**config.mk**
```make
export PLATFORM = sky130hd
export DESIGN_NAME = ms_serial_mouse_scheduler
export DESIGN_NICKNAME = d
export VERILOG_FILES = /design/src/rtl/ms_serial_mouse_scheduler.sv
export SDC_FILE = /design/constraint.sdc
export NUM_CORES = 1
export LEC_CHECK = 0
export BUFFER_PORTS_ARGS = -buffer_cell sky130_fd_sc_hd__buf_2
export CAP_MARGIN = 20
export CORE_MARGIN = 2
export CORE_UTILIZATION = 50
export CTS_CLUSTER_SIZE = 10
export DETAILED_ROUTE_END_ITERATION = 7
export PLACE_DENSITY = 0.76
export SYNTH_ARGS = -nofsm -noshare
export SYNTH_HDL_FRONTEND = slang
export SYNTH_SLANG_ARGS = --single-unit
```
**constraint.sdc**
```tcl
create_clock -name clk -period 6.1 [get_ports clk]
set_input_delay 0.61 -clock clk [delete_from_list [all_inputs] [get_ports clk]]
set_output_delay 0.61 -clock clk [all_outputs]
set_load 0.02 [all_outputs]
```
**src/rtl/ms_serial_mouse_scheduler.sv**
```systemverilog
// Microsoft serial-mouse side of a PS/2-to-serial converter: RTS-triggered 'M'
// identification, motion/button accumulation and 3-byte packet scheduling to a UART TX.
module ms_serial_mouse_scheduler #(
    parameter int IDENT_DELAY = 500000,
    parameter int ACC_W       = 12
) (
    input  logic       clk,
    input  logic       rst_n,
    input  logic       rts,
    input  logic       ev_valid,
    input  logic [8:0] ev_dx,
    input  logic [8:0] ev_dy,
    input  logic       ev_left,
    input  logic       ev_right,
    output logic [7:0] tx_data,
    output logic       tx_valid,
    input  logic       tx_ready,
    output logic       active
);

    localparam int CNT_W = (IDENT_DELAY > 1) ? $clog2(IDENT_DELAY) : 1;
    localparam logic signed [ACC_W+1:0] ACC_LIM = (ACC_W+2)'((1 << (ACC_W-1)) - 1);
    localparam logic signed [ACC_W-1:0] PKT_LIM = ACC_W'(127);

    typedef enum logic [2:0] {
        S_OFF, S_WAIT_ID, S_SEND_ID, S_IDLE, S_B1, S_B2, S_B3
    } state_t;

    state_t                   state_q, state_d;
    logic [CNT_W-1:0]         cnt_q, cnt_d;
    logic signed [ACC_W-1:0]  acc_x_q, acc_x_d, acc_y_q, acc_y_d;
    logic [1:0]               btn_q, btn_d, sent_btn_q, sent_btn_d;
    logic signed [7:0]        sx_q, sx_d, sy_q, sy_d;
    logic [7:0]               tx_data_q, tx_data_d;
    logic                     tx_valid_q, tx_valid_d, active_q, active_d;
    logic                     rts_meta_q, rts_s_q, rts_prev_q;

    logic                     hs, pending, take_snap, rts_rise;
    logic signed [7:0]        snap_x, snap_y;
    logic signed [8:0]        ev_x, ev_y;
    logic signed [ACC_W+1:0]  sum_x, sum_y;

    function automatic logic signed [ACC_W-1:0] sat_acc(input logic signed [ACC_W+1:0] v);
        if (v > ACC_LIM)       return ACC_LIM[ACC_W-1:0];
        else if (v < -ACC_LIM) return -ACC_LIM[ACC_W-1:0];
        else                   return v[ACC_W-1:0];
    endfunction

    function automatic logic signed [7:0] clamp8(input logic signed [ACC_W-1:0] v);
        if (v > PKT_LIM)       return 8'sh7F;
        else if (v < -PKT_LIM) return 8'sh81;
        else                   return v[7:0];
    endfunction

    function automatic logic [7:0] byte1(input logic [1:0] b, input logic [7:0] x, input logic [7:0] y);
        return {2'b01, b[1], b[0], y[7:6], x[7:6]};
    endfunction

    // Sync flops reset high so an RTS already asserted at reset release is not an edge.
    always_ff @(posedge clk or negedge rst_n) begin
        if (!rst_n) begin
            rts_meta_q <= 1'b1;
            rts_s_q    <= 1'b1;
            rts_prev_q <= 1'b1;
        end else begin
            rts_meta_q <= rts;
            rts_s_q    <= rts_meta_q;
            rts_prev_q <= rts_s_q;
        end
    end

    // State and datapath registers.
    always_ff @(posedge clk or negedge rst_n) begin
        if (!rst_n) begin
            state_q    <= S_OFF;
            cnt_q      <= '0;
            acc_x_q    <= '0;
            acc_y_q    <= '0;
            btn_q      <= 2'b00;
            sent_btn_q <= 2'b00;
            sx_q       <= 8'sh00;
            sy_q       <= 8'sh00;
            tx_data_q  <= 8'h00;
            tx_valid_q <= 1'b0;
            active_q   <= 1'b0;
        end else begin
            state_q    <= state_d;
            cnt_q      <= cnt_d;
            acc_x_q    <= acc_x_d;
            acc_y_q    <= acc_y_d;
            btn_q      <= btn_d;
            sent_btn_q <= sent_btn_d;
            sx_q       <= sx_d;
            sy_q       <= sy_d;
            tx_data_q  <= tx_data_d;
            tx_valid_q <= tx_valid_d;
            active_q   <= active_d;
        end
    end

    // Next-state, handshake sequencing, snapshot and saturating accumulation.
    always_comb begin
        state_d    = state_q;
        cnt_d      = cnt_q;
        acc_x_d    = acc_x_q;
        acc_y_d    = acc_y_q;
        btn_d      = btn_q;
        sent_btn_d = sent_btn_q;
        sx_d       = sx_q;
        sy_d       = sy_q;
        tx_data_d  = tx_data_q;
        tx_valid_d = tx_valid_q;
        active_d   = active_q;
        take_snap  = 1'b0;
        snap_x     = 8'sh00;
        snap_y     = 8'sh00;
        rts_rise   = rts_s_q & ~rts_prev_q;
        hs         = tx_valid_q & tx_ready;
        pending    = (acc_x_q != '0) || (acc_y_q != '0) || (btn_q != sent_btn_q);
        ev_x       = ev_valid ? $signed(ev_dx) : 9'sd0;
        ev_y       = ev_valid ? $signed(ev_dy) : 9'sd0;

        case (state_q)
            S_OFF: begin
                if (rts_rise) begin
                    state_d = S_WAIT_ID;
                    cnt_d   = CNT_W'(IDENT_DELAY - 1);
                end else begin
                    state_d = S_OFF;
                end
            end
            S_WAIT_ID: begin
                if (cnt_q == '0) begin
                    state_d    = S_SEND_ID;
                    tx_data_d  = 8'h4D;
                    tx_valid_d = 1'b1;
                end else begin
                    cnt_d = cnt_q - CNT_W'(1);
                end
            end
            S_SEND_ID: begin
                if (hs) begin
                    state_d    = S_IDLE;
                    tx_valid_d = 1'b0;
                    active_d   = 1'b1;
                end else begin
                    state_d = S_SEND_ID;
                end
            end
            S_IDLE: begin
                take_snap = pending;
            end
            S_B1: begin
                if (hs) begin
                    state_d   = S_B2;
                    tx_data_d = {2'b00, sx_q[5:0]};
                end else begin
                    state_d = S_B1;
                end
            end
            S_B2: begin
                if (hs) begin
                    state_d   = S_B3;
                    tx_data_d = {2'b00, sy_q[5:0]};
                end else begin
                    state_d = S_B2;
                end
            end
            S_B3: begin
                if (hs) begin
                    take_snap  = pending;
                    state_d    = S_IDLE;
                    tx_valid_d = 1'b0;
                end else begin
                    state_d = S_B3;
                end
            end
            default: begin
                state_d    = S_OFF;
                tx_valid_d = 1'b0;
                active_d   = 1'b0;
            end
        endcase

        if (take_snap) begin
            snap_x     = clamp8(acc_x_q);
            snap_y     = clamp8(acc_y_q);
            sx_d       = snap_x;
            sy_d       = snap_y;
            sent_btn_d = btn_q;
            state_d    = S_B1;
            tx_data_d  = byte1(btn_q, snap_x, snap_y);
            tx_valid_d = 1'b1;
        end else begin
            sent_btn_d = sent_btn_q;
        end

        // Microsoft Y is down-positive, so PS/2 dy is subtracted.
        sum_x = (ACC_W+2)'(acc_x_q) - (ACC_W+2)'(snap_x) + (ACC_W+2)'(ev_x);
        sum_y = (ACC_W+2)'(acc_y_q) - (ACC_W+2)'(snap_y) - (ACC_W+2)'(ev_y);
        if (state_q != S_OFF) begin
            acc_x_d = sat_acc(sum_x);
            acc_y_d = sat_acc(sum_y);
            btn_d   = ev_valid ? {ev_left, ev_right} : btn_q;
        end else begin
            btn_d = btn_q;
        end

        if (!rts_s_q) begin
            state_d    = S_OFF;
            tx_valid_d = 1'b0;
            tx_data_d  = 8'h00;
            active_d   = 1'b0;
            acc_x_d    = '0;
            acc_y_d    = '0;
            btn_d      = 2'b00;
            sent_btn_d = 2'b00;
        end else begin
            active_d = active_d;
        end
    end

    assign tx_data  = tx_data_q;
    assign tx_valid = tx_valid_q;
    assign active   = active_q;

endmodule
```
# Yosys cells after proc, flatten, opt, wreduce, memory -nomap -nowiden
# Index checks and enable logic that the tools add are counted.
# classes
add_sub_neg	5
order_cmp	8
n_eq_ne	21
muxes	49
bitwise_logic	3
n_reduce_logical	17
# op_table
operator	count
12-bit 2-to-1 mux	8
8-bit 2-to-1 mux	11
19-bit 2-to-1 mux	2
19-bit one-hot mux with 2 select lines	1
14-bit by 12-bit > comparator with 1-bit output, second input constant	2
14-bit by 12-bit < comparator with 1-bit output, second input constant	2
12-bit by 8-bit subtractor with 13-bit output	2
12-bit by 8-bit > comparator with 1-bit output, second input constant	2
12-bit by 8-bit < comparator with 1-bit output, second input constant	2
8-bit one-hot mux with 3 select lines	1
12-bit nonzero test	2
3-bit one-hot mux with 7 select lines	1
19-bit logical NOT	1
19-bit by 1-bit subtractor with 19-bit output, second input constant	1
9-bit 2-to-1 mux	2
13-bit by 9-bit adder with 14-bit output	1
13-bit by 9-bit subtractor with 14-bit output	1
2-bit 2-to-1 mux	6
3-bit 2-to-1 mux	4
4-bit != test, second input constant	3
1-bit 2-to-1 mux	10
3-bit equality test, second input constant	3
2-bit != test, second input constant	4
3-bit by 2-bit equality test with 1-bit output, second input constant	2
other kinds (21)	29
# totals
register_bits	75
out_inout_bits	10
wordCells	117

# Longest topological paths before layout
# Gate-level depths: netlist of run 1.
# logic_depth
word_depth	13
depth_mapped	21
mapped_depth_nobuf	20

# Worst setup path before layout of run 1
# Ideal clock, no wire load.
# synth_timing
path_kind	flip-flop to flip-flop
start	register acc_y_q[2]
end	register acc_y_q[0]
arrival_ps	4856
required_ps	6034
path_slack_ps	1178
stages_incl_launch_ff	19
path_buffers	1
synth_period_minus_slack_ps	4922
cell_sequence	dfrtp_1 > or4_1 > nor4_1 > and3_1 > a31o_2 > clkbuf_1 > nor2_1 > o21a_1 > fa_1 > inv_1 > ha_1 > a21o_1 > a21o_1 > a221oi_1 > o21ai_0 > a21oi_1 > xnor2_1 > o31ai_1 > o221a_2
# synth_between
elab_chain_cells	13
elab_cells_between_ends	18
# synth_rtl
item	line	text
from (decl)	31	logic signed [ACC_W-1:0] acc_x_q, acc_x_d, acc_y_q, acc_y_d;
from (signal assigned)	90	acc_y_q <= acc_y_d;
branches (longest 6 deep; another with 12-bit by 8-bit < comparator with 1-bit output)	n/a	
12-bit by 8-bit subtractor with 13-bit output (*)	200	sum_y = (ACC_W+2)'(acc_y_q) - (ACC_W+2)'(snap_y) - (ACC_W+2)'(ev_y);
13-bit by 9-bit subtractor with 14-bit output (*)	200	
14-bit by 12-bit < comparator with 1-bit output	45	else if (v < -ACC_LIM) return -ACC_LIM[ACC_W-1:0];
12-bit 2-to-1 mux	45	
12-bit 2-to-1 mux (*)	44	if (v > ACC_LIM) return ACC_LIM[ACC_W-1:0];
12-bit 2-to-1 mux (*)	201	if (state_q != S_OFF) begin
12-bit 2-to-1 mux (*)	209	if (!rts_s_q) begin
# Mark *: on every way between the ends. The select of a mux whose other input is x is not followed.
# A chain may end at the register's enable or synchronous reset.

# Worst setup path after layout of run 1
# layout_timing
start	register acc_y_q[2]
end	register acc_y_q[7]
# The elaborated chain is that of the path after synthesis.

==> results of run 1 <==
-- path summary, 6_finish.rpt --
check / end / cells after the start / slack, ns / from
setup / recovery: acc_y_q[7]$_DFFE_PN0P_ / 18 / 0.53 / acc_y_q[2]$_DFFE_PN0P_
hold / removal: rts_s_q$_DFF_PN1_ / 0 / 0.36 / rts_meta_q$_DFF_PN1_
setup reg to reg: acc_y_q[7]$_DFFE_PN0P_ / 18 / 0.53 / acc_y_q[2]$_DFFE_PN0P_
hold reg to reg: rts_s_q$_DFF_PN1_ / 0 / 0.36 / rts_meta_q$_DFF_PN1_
max in group asynchronous: active$_DFFE_PN0P_ / 2 / 5.02 / rst_n
min in group asynchronous: cnt_q[16]$_DFFE_PN0P_ / 2 / 0.49 / rst_n
-- power by group through the flow --
| stage | Combinational [W] | Clock [W] | Sequential, W |
|---|---|---|---|
| finish | 0.00150 | 0.000503 | 0.000702 |
| global route | 0.00169 | 0.000532 | 0.000718 |
| CTS | 0.00148 | 0.000511 | 0.000700 |
| detailed placement | 0.00147 | 0 | 0.000707 |
| global placement | 0.00142 | 0 | 0.000702 |
| floorplan | 0.00114 | 0 | 0.000676 |
-- registers in the layout, summed over array words and instances, names as in the netlist --
name / count
tx_valid: 1
rts_s_q: 1
rts_meta_q: 1
btn_q: 2
rts_prev_q: 1
acc_x_q: 12
state_q: 3
acc_y_q: 12
sy_q: 6
cnt_q: 19
sent_btn_q: 2
sx_q: 6
active: 1
tx_data: 7
-- cell usage in the layout, fill, tap and decap left out, drive strengths merged, types with 11 or more instances in the layout --
| cell type | n |
|---|---|
| nand2 | 76 |
| dfrtp | 71 |
| inv | 68 |
| nor2 | 56 |
| buf | 37 |
| o21ai | 35 |
| ha | 30 |
| a21oi | 28 |
| fa | 24 |
| a21o | 23 |
| xnor2 | 22 |
| nor3 | 19 |
| and2 | 17 |
| nand3 | 13 |
| mux2i | 13 |
| nand2b | 12 |
| xor2 | 11 |
| a211oi | 11 |
-- cells by family (layout without fill, tap and decap cells) --
| kind of cell | count (synthesis) | after routing | share of synthesized area [%] |
|---|---|---|---|
| XOR/XNOR | 33 | 33 | 4.97 |
| flip-flops | 74 | 74 | 31.9 |
| buffers and inverters | 87 | 117 | 5.81 |
| AND/OR/NAND/NOR | 242 | 242 | 20.5 |
| AO/OA/AOI/OAI | 165 | 165 | 19.7 |
| other | 1 | 1 | 0.0645 |
| adder cells (fa/ha/maj) | 54 | 54 | 14.7 |
| multiplexers | 13 | 13 | 2.24 |
-- per-layer routing --
metal  vias to the layer above  global-route usage (%)  share of wire, %  wire length, um
met5                         -                       0                 0                0
met4                         0                    6.75               2.0              269
met3                        23                    3.59               4.7              639
met2                       152                    38.0                48             6490
met1                      2372                    30.5                45             6120
li1                       2387                       -                 -                -
-- worst reg2reg max path: stages (launching register included) --
cell and delay (ns):
dfrtp_1 0.41, or4_1 0.53, nor4_1 0.29, and3_1 0.26, a31o_2 0.40, nor2_1 0.19
o21a_1 0.18, fa_1 0.51, inv_1 0.04, ha_1 0.34, a21oi_1 0.17, o21ai_0 0.23
a31oi_1 0.62, nor2_1 0.09, a211oi_1 0.39, a21o_1 0.21, o31ai_1 0.08, buf_4 0.17
o311ai_0 0.32
-- layout make-up --
| type | count | area, um^2 |
|---|---|---|
| Clock buffer | 9 | 225 |
| Clock inverter | 7 | 58.8 |
| Fill cell | 994 | 5000 |
| Inverter | 64 | 240 |
| Multi-Input combinational cell | 508 | 3620 |
| Sequential cell | 74 | 1860 |
| Tap cell | 143 | 179 |
| Timing Repair Buffer | 37 | 195 |
-- metrics by stage --
stage	instance area (um^2)	total power [W]
floorplan	5810	0.00182
global placement	6090	0.00213
detailed placement	6090	0.00218
CTS	6370	0.00269
global route	6370	0.00294
finish	6370	0.00271
==> reports/metrics.cfg, run 1 <==
[routing]
drc = 0
viasPerCell = 5.86
drt_wl_total_um = 13500
num_vias = 4934
drtAntennaViolNets = 0
wl_per_cell_um = 16.1
drtPass1Iterations = 5
drt_iter0_markers = 429

[clock_tree]
clk_pin_slew_ns = 0.07
cts_root_buffer = clkbuf_16
cts_resized = 0
h-tree-depth = 3
holdBufCountCts = 0
cts_buffers = 9
postCtsSetupRepairBufs = 0
clk_path_buf_depth = 2
cts_sinks = 74
clock_latency_ns = 0.34
cts_tree = yes

[floorplan]
core_mm2 = 0.0114
rows = 39
die_h_um = 112
dieWidth_um = 112
dieArea_mm2 = 0.0125
io_pins = 35
initial_core_util_pct = 51.1

[yosys]
synth-seq-area-share_pct = 31.9
syn-num-nets = 748
synth.most_common_cell = nand2_1
synth_area_per_cell_um2 = 8.69
syn_inst = 669
synth-main-ff-cell = dfrtp_1
synth_edf_count = 0
ys_ff_latch = 74
yosysTopAreaCell = dfrtp_1
yosys_warnings = 0
async_reset_ff_share_pct = 100
synth_top_area_share_pct = 30.6
ys_top_cells_by_count = nand2_1 (76), dfrtp_1 (71), inv_1 (64)
syn-cell-area_mm2 = 0.00581
synthDistinctLibCells = 65
synthTopCellsByArea = dfrtp_1 (31%), fa_1 (8.3%), ha_1 (6.5%)

[power_and_ir_drop]
clkPwrFrac_pct = 18.6
ir_drop_uv = 239
p_leak_nw = 2.98
combPwrFrac_pct = 55.5
p_seq_share_pct = 25.9
switchingPower_w = 0.00123
power_density_mw_per_mm2 = 425
swShare_pct = 45.6
intPower_w = 0.00147

[global_route]
antenna_found_initial = 0
grt_pass1_vias = 4870
grt_max_degree = 75
grt_pass1_wl_um = 23300
grt_overflow_total = 0
grtUsageTotal_pct = 22.7

[timing]
fin_crit_ns = 5.57
setup_violations = 0
final.setup.tns_ns = 0
maxSlewViolCount = 0
hold_viol_final = 0
rsz0062_at_grt = no
relSlewSlack_pct = 36.5
fin_crit_sh_pct = 91.2
hold_ws_ns = 0.362
tightest_slew_ns = 0.950
max_freq_ghz = 0.180
post-route-worst-setup-slack_ns = 0.534
fin_worst_skew_ns = 0.0128

[hold_path]
hold_path.class = reg2reg

[worst_setup_path]
start_kind = flip-flop
crit_chain = or4_1 > nor4_1 > and3_1 > a31o_2 > nor2_1 > o21a_1 > fa_1 > inv_1 > ha_1 > a21oi_1 > o21ai_0 > a31oi_1 > nor2_1 > a211oi_1 > a21o_1 > o31ai_1 > buf_4 > o311ai_0
crit_type = reg2reg
cp_num_buf_inv = 2
cpLargestDelayFamily = compound AO/OA/AOI/OAI gates
cp-end-kind = flip-flop
cp.required_ns = 6.32
cpMaxStageDelayCell = a31oi_1
cp_max_fo = 19
cp_common_cell = nor2_1
worstPathArrival_ns = 5.78
slowest_delay_ns = 0.61

[run]
drv_cap = 0

[placement]
hpwl_um = 10200
dp_cells = 826
port_buffers = 33
gp_congestion = 0.929
pre_cts_ws_ns = 0.590

[final_layout]
fin_cells = 842
final_core_util_pct = 56.0
layout.nets = 773
areaGrowthSynthToFinish_pct = 9.64
diodes = 0
drive_gt1_share_pct = 9.59

[run_status]
outcome = completed

(Power assumes the default switching activity.)
==> run 2, diff against run 1 <==
Settings changed: CORE_UTILIZATION 50 to 59, PLACE_DENSITY 0.76 to 0.86.
==> run 2 against run 1 <==
Net effect:
- non-clock buffer count down 1
- clock power down 24%
- total power down 4.2%
- critical path depth unchanged
- design area down 1.7%
- setup slack better by 0.069 ns
- fmax up 1.3%
- combinational power about the same
- worst hold slack worse by 0.0065 ns
- via count up 3.0%
==> reports/metrics.cfg, run 2 (synthesis gave the netlist of run 1 again) <==
[placement]
hpwl_um = 10500  ; +2.1%
gp_congestion = 0.945  ; +1.7%
port_buffers = 33  ; unchanged

[final_layout]
areaGrowthSynthToFinish_pct = 7.77
diodes = 0  ; unchanged
layout.nets = 772  ; -0.13%
reg_top3 = cnt_q (19), acc_x_q (12), acc_y_q (12)
final_common_cell = nand2_1
final_core_util_pct = 64.7  ; +8.6 points
largest_reg_flops = 19  ; unchanged
top_register = cnt_q
mostFrequentLayoutCells = nand2_1 (76), dfrtp_1 (71), inv_1 (64)
drive_gt1_share_pct = 9.31  ; -0.27 points

[hold_path]
hold_path.class = in2reg
hold_depth = 1  ; +1
hp-start = rts
holdPathEnd = rts_meta_q$_DFF_PN1_

[timing]
fin_worst_skew_ns = 0.0113  ; -0.00151 ns
tightest_slew_ns = 0.999  ; +0.0495 ns
setup_violations = 0  ; unchanged
maxSlewViolCount = 0  ; unchanged
hold_viol_final = 0  ; unchanged
final.setup.tns_ns = 0  ; unchanged
fin_crit_sh_pct = 90.1  ; -1.1 points
fin_crit_ns = 5.50  ; -0.0689 ns
max_freq_ghz = 0.182  ; +1.3%
rsz0062_at_grt = no
relSlewSlack_pct = 33.2  ; -3.3 points

[clock_tree]
clock_latency_ns = 0.35  ; about the same
clk_path_buf_depth = 2  ; unchanged
holdBufCountCts = 0  ; unchanged
clk_pin_slew_ns = 0.08  ; about the same
cts_root_buffer = clkbuf_8
postCtsSetupRepairBufs = 0  ; unchanged
cts_resized = 0  ; unchanged
h-tree-depth = 3  ; unchanged
cts_sinks = 74  ; unchanged
cts_tree = yes
cts_buffers = 9  ; unchanged

[worst_setup_path]
cp.required_ns = 6.33  ; about the same
worstPathArrival_ns = 5.73  ; -0.05 ns
r2r_start = acc_y_q[2]$_DFFE_PN0P_
start_kind = flip-flop
cp-end-kind = flip-flop
reg2reg_slack_ns = 0.60  ; +0.07 ns
ff2ff_path_depth = 18  ; unchanged
crit-reg2reg-capture = acc_y_q[3]$_DFFE_PN0P_
cp_max_fo = 19  ; unchanged
crit_type = reg2reg

[global_route]
grt_pass1_wl_um = 22900  ; -1.7%
grt_overflow_total = 0  ; unchanged
grt_max_degree = 75  ; unchanged
grtUsageTotal_pct = 27.5  ; +4.8 points
grt_pass1_vias = 4979  ; +2.2%
antenna_found_initial = 0  ; unchanged

[floorplan]
die_h_um = 103  ; -7.7%
io_pins = 35  ; unchanged
core_mm2 = 0.00968  ; -15%
dieArea_mm2 = 0.0107  ; -15%
initial_core_util_pct = 60.0  ; +8.9 points
rows = 36  ; -7.7%
dieWidth_um = 103  ; -7.7%

[routing]
wl_per_cell_um = 16.6  ; +3.5%
drtPass1Iterations = 5  ; unchanged
drt_iter0_markers = 373  ; -13%
drt_wl_total_um = 13800  ; +2.1%
drc = 0  ; unchanged
viasPerCell = 6.12  ; +4.4%
drtAntennaViolNets = 0  ; unchanged
num_vias = 5082  ; +3.0%

[run]
drv_cap = 0  ; unchanged

[power_and_ir_drop]
p_leak_nw = 2.94  ; -1.2%
ir_drop_uv = 218  ; -8.8%
power_density_mw_per_mm2 = 414  ; -2.5%

[run_status]
outcome = completed

## run 2: stage by stage
step	power [W]	area, um^2	worst slack [ns]	cells	hold WS [ns]
final	0.00259	6260	0.603	831	0.355
after global routing	0.00280	6260	0.127	831	0.343
after CTS	0.00256	6260	0.646	831	0.349
after detailed placement	0.00218	6070	0.693	815	0.350
after global placement	0.00211	6070	0.977	815	0.348
after floorplan	0.00182	5810	1.18	669	0.314
## run 2: report_power, final
group / internal, W / total, W / switching [W]
clock network: 0.000199 / 0.000382 / 0.000183
registers: 0.000592 / 0.000698 / 0.000106
logic: 0.000595 / 0.00151 / 0.000916
## run 2: routing by layer
metal  wire [um]  global-route usage [%]  up-vias
met5           0                       0        -
met4         323                    10.7        0
met2        6790                    45.8      195
met3         777                    5.17       34
li1            -                       -     2375
met1        5920                    35.6     2478
## run 2: worst max-delay path: stages (launching register included)
cell and delay (ns):
dfrtp_1 0.41, or4_1 0.52, nor4_1 0.27, and3_1 0.27
a31o_2 0.42, nor2_1 0.21, o21a_1 0.19, fa_1 0.52
inv_1 0.04, ha_1 0.33, a21oi_1 0.18, o21ai_0 0.24
a31oi_1 0.57, nor2_1 0.08, a211oi_1 0.36, a21o_1 0.20
o31ai_1 0.08, buf_4 0.17, o311ai_0 0.31
## run 2: final cells by class
class,count,area (um^2)
clock buffers,11,141
fillers,777,3420
flip-flops and latches,74,1860
well taps,133,166
inverters,64,240
repair buffers,36,188
multi-input cells,508,3620
clock inverters,5,53.8
## run 2: worst max-delay path by stage
stage                           startpoint                endpoint  slack [ns]
global placement    acc_y_q[2]$_DFFE_PN0P_  acc_y_q[2]$_DFFE_PN0P_        0.98
detailed placement  acc_y_q[2]$_DFFE_PN0P_  acc_y_q[3]$_DFFE_PN0P_        0.69
global route        acc_y_q[2]$_DFFE_PN0P_  acc_y_q[7]$_DFFE_PN0P_        0.13
finish              acc_y_q[2]$_DFFE_PN0P_  acc_y_q[3]$_DFFE_PN0P_        0.60
CTS                 acc_y_q[2]$_DFFE_PN0P_  acc_y_q[3]$_DFFE_PN0P_        0.65
floorplan           acc_y_q[2]$_DFFE_PN0P_  acc_y_q[0]$_DFFE_PN0P_        1.18
==> run 3, diff against run 2 <==
Settings changed: CORE_MARGIN 2 to not set.
==> run 3 against run 2 <==
Net effect:
- setup slack worse by 0.12 ns
- register-to-register slack worse by 0.12 ns
- cell count fell by 0.48%
- largest cell class unchanged
- critical endpoint is now acc_y_q[1]$_DFFE_PN0P_
- sequential power about the same
==> reports/metrics.cfg, run 3 (synthesis gave the netlist of run 1 again) <==
[run_status]
outcome = completed

[clock_tree]
clock_latency_ns = 0.36  ; about the same
cts_root_buffer = clkbuf_8
clk_path_buf_depth = 2  ; unchanged
cts_resized = 0  ; unchanged
postCtsSetupRepairBufs = 0  ; unchanged
cts_buffers = 9  ; unchanged
cts_sinks = 74  ; unchanged
h-tree-depth = 3  ; unchanged
clk_pin_slew_ns = 0.08  ; about the same
cts_tree = yes
holdBufCountCts = 0  ; unchanged

[power_and_ir_drop]
clkPwrFrac_pct = 16.6  ; +1.9 points
combPwrFrac_pct = 57.3  ; -1.0 points
power_density_mw_per_mm2 = 424  ; +2.5%
p_leak_nw = 2.96  ; +0.46%
intPower_w = 0.00144  ; +4.1%
ir_drop_uv = 274  ; +26%
swShare_pct = 46.0  ; -0.55 points
switchingPower_w = 0.00123  ; +1.8%
p_seq_share_pct = 26.2  ; -0.7 points

[placement]
gp_congestion = 0.917  ; -3.0%
port_buffers = 33  ; unchanged
dp_cells = 811  ; -0.49%
hpwl_um = 10500  ; +0.41%

[worst_setup_path]
cp_max_fo = 19  ; unchanged
crit_chain = or4_1 > nor4_1 > and3_1 > a31o_2 > nor2_1 > o21a_1 > fa_1 > inv_1 > ha_1 > a21o_1 > a21o_1 > a221oi_1 > o21ai_0 > xor2_1 > o211ai_1 > o311ai_0
cp-end-kind = flip-flop
crit_type = reg2reg
cp_num_buf_inv = 1  ; -1
r2r_start = acc_y_q[2]$_DFFE_PN0P_
ff2ff_path_depth = 16  ; -2
crit-reg2reg-capture = acc_y_q[1]$_DFFE_PN0P_
slowest_delay_ns = 0.59  ; +0.02 ns
reg2reg_slack_ns = 0.48  ; -0.12 ns
cp_common_cell = a21o_1
cpMaxStageDelayCell = o211ai_1
cp.required_ns = 6.28  ; -0.05 ns
worstPathArrival_ns = 5.80  ; +0.07 ns
start_kind = flip-flop
cpLargestDelayFamily = compound AO/OA/AOI/OAI gates

[hold_path]
holdPathEnd = rts_meta_q$_DFF_PN1_
hold_path.class = in2reg
hp-start = rts
hold_depth = 1  ; unchanged

[floorplan]
dieArea_mm2 = 0.0103  ; -3.8%
rows = 35  ; -2.8%
initial_core_util_pct = 62.0  ; +2.0 points
io_pins = 35  ; unchanged
core_mm2 = 0.00937  ; -3.2%
die_h_um = 101  ; -1.9%
dieWidth_um = 101  ; -1.9%

[timing]
maxSlewViolCount = 0  ; unchanged
tightest_slew_ns = 0.952  ; -0.0469 ns
fin_crit_sh_pct = 92.1  ; +2.0 points
relSlewSlack_pct = 36.4  ; +3.1 points
hold_viol_final = 0  ; unchanged
setup_violations = 0  ; unchanged
rsz0062_at_grt = no
max_freq_ghz = 0.178  ; -2.2%
fin_crit_ns = 5.62  ; +0.123 ns
fin_worst_skew_ns = 0.0153  ; +0.00395 ns
final.setup.tns_ns = 0  ; unchanged

[routing]
drt_wl_total_um = 14000  ; +1.1%
drtPass1Iterations = 5  ; unchanged
viasPerCell = 6.13  ; +0.17%
num_vias = 5066  ; -0.31%
drc = 0  ; unchanged
wl_per_cell_um = 16.9  ; +1.6%
drtAntennaViolNets = 0  ; unchanged
drt_iter0_markers = 422  ; +13%

[final_layout]
largest_reg_flops = 19  ; unchanged
fin_cells = 827  ; -0.48%
top_register = cnt_q
drive_gt1_share_pct = 9.31  ; unchanged
mostFrequentLayoutCells = nand2_1 (76), dfrtp_1 (71), inv_1 (64)
final_common_cell = nand2_1
reg_top3 = cnt_q (19), acc_x_q (12), acc_y_q (12)
layout.nets = 772  ; unchanged
areaGrowthSynthToFinish_pct = 8.27
nFillCells = 747  ; -3.9%
diodes = 0  ; unchanged

[run]
drv_cap = 0  ; unchanged

[global_route]
grt_pass1_wl_um = 23800  ; +3.9%
antenna_found_initial = 0  ; unchanged
grtUsageTotal_pct = 29.5  ; +2.0 points
grt_overflow_total = 0  ; unchanged
grt_max_degree = 75  ; unchanged
grt_pass1_vias = 5005  ; +0.52%

-- run 3: cell count changes in the layout (fill, tap and decap cells not counted) --
cell	before	now
clkbuf_8	10	11
bufinv_16	1	2
clkinv_2	3	1
-- run 3: per-stage QoR --
| stage | utilization, % | area, um^2 | total power, W | hold slack, ns | setup slack (ns) |
|---|---|---|---|---|---|
| 3_5_place_dp | 64.7 | 6060 | 0.00219 | 0.353 | 0.636 |
| 6_report | 67.1 | 6290 | 0.00267 | 0.345 | 0.480 |
| 2_1_floorplan | - | 5810 | 0.00182 | 0.314 | 1.18 |
| 4_1_cts | 67.1 | 6290 | 0.00263 | 0.336 | 0.586 |
| 3_3_place_gp | 64.7 | 6060 | 0.00211 | 0.347 | 0.976 |
| 5_1_grt | 67.1 | 6290 | 0.00286 | 0.336 | 0.0877 |
-- run 3: final cells by class --
class,count,area (um^2),area share [%]
multi-input combinational,508,3620,57.5
sequential,74,1860,29.5
inverter,64,240,3.82
timing repair buffer,36,188,2.98
tap,129,161,2.57
clock buffer,12,155,2.47
clock inverter,4,73.8,1.17
-- run 3: worst max path at each step --
| stage | startpoint | endpoint | slack [ns] | cells after the start |
|---|---|---|---|---|
| 2_1_floorplan | acc_y_q[2]$_DFFE_PN0P_ | acc_y_q[0]$_DFFE_PN0P_ | 1.18 | 18 |
| 3_3_place_gp | acc_y_q[2]$_DFFE_PN0P_ | acc_y_q[3]$_DFFE_PN0P_ | 0.98 | 18 |
| 3_5_place_dp | acc_y_q[2]$_DFFE_PN0P_ | acc_y_q[1]$_DFFE_PN0P_ | 0.64 | 16 |
| 4_1_cts | acc_y_q[2]$_DFFE_PN0P_ | acc_y_q[1]$_DFFE_PN0P_ | 0.59 | 16 |
| 5_1_grt | acc_y_q[2]$_DFFE_PN0P_ | acc_y_q[7]$_DFFE_PN0P_ | 0.09 | 18 |
| 6_report | acc_y_q[2]$_DFFE_PN0P_ | acc_y_q[1]$_DFFE_PN0P_ | 0.48 | 16 |
-- run 3: power groups by stage --
stage | Sequential (W) | Clock (W) | Combinational (W)
finish | 0.000699 | 0.000443 | 0.00153
global route | 0.000709 | 0.000461 | 0.00169
CTS | 0.000693 | 0.000441 | 0.00150
detailed placement | 0.000703 | 0 | 0.00148
global placement | 0.000697 | 0 | 0.00141
floorplan | 0.000676 | 0 | 0.00114
-- run 3: metal layers --
metal | wire length, um | vias up | GRT usage (%)
li1 | - | 2381 | -
met1 | 6170 | 2489 | 38.2
met2 | 6860 | 172 | 50.3
met3 | 681 | 24 | 5.04
met4 | 253 | 0 | 9.25
met5 | 0 | - | 0
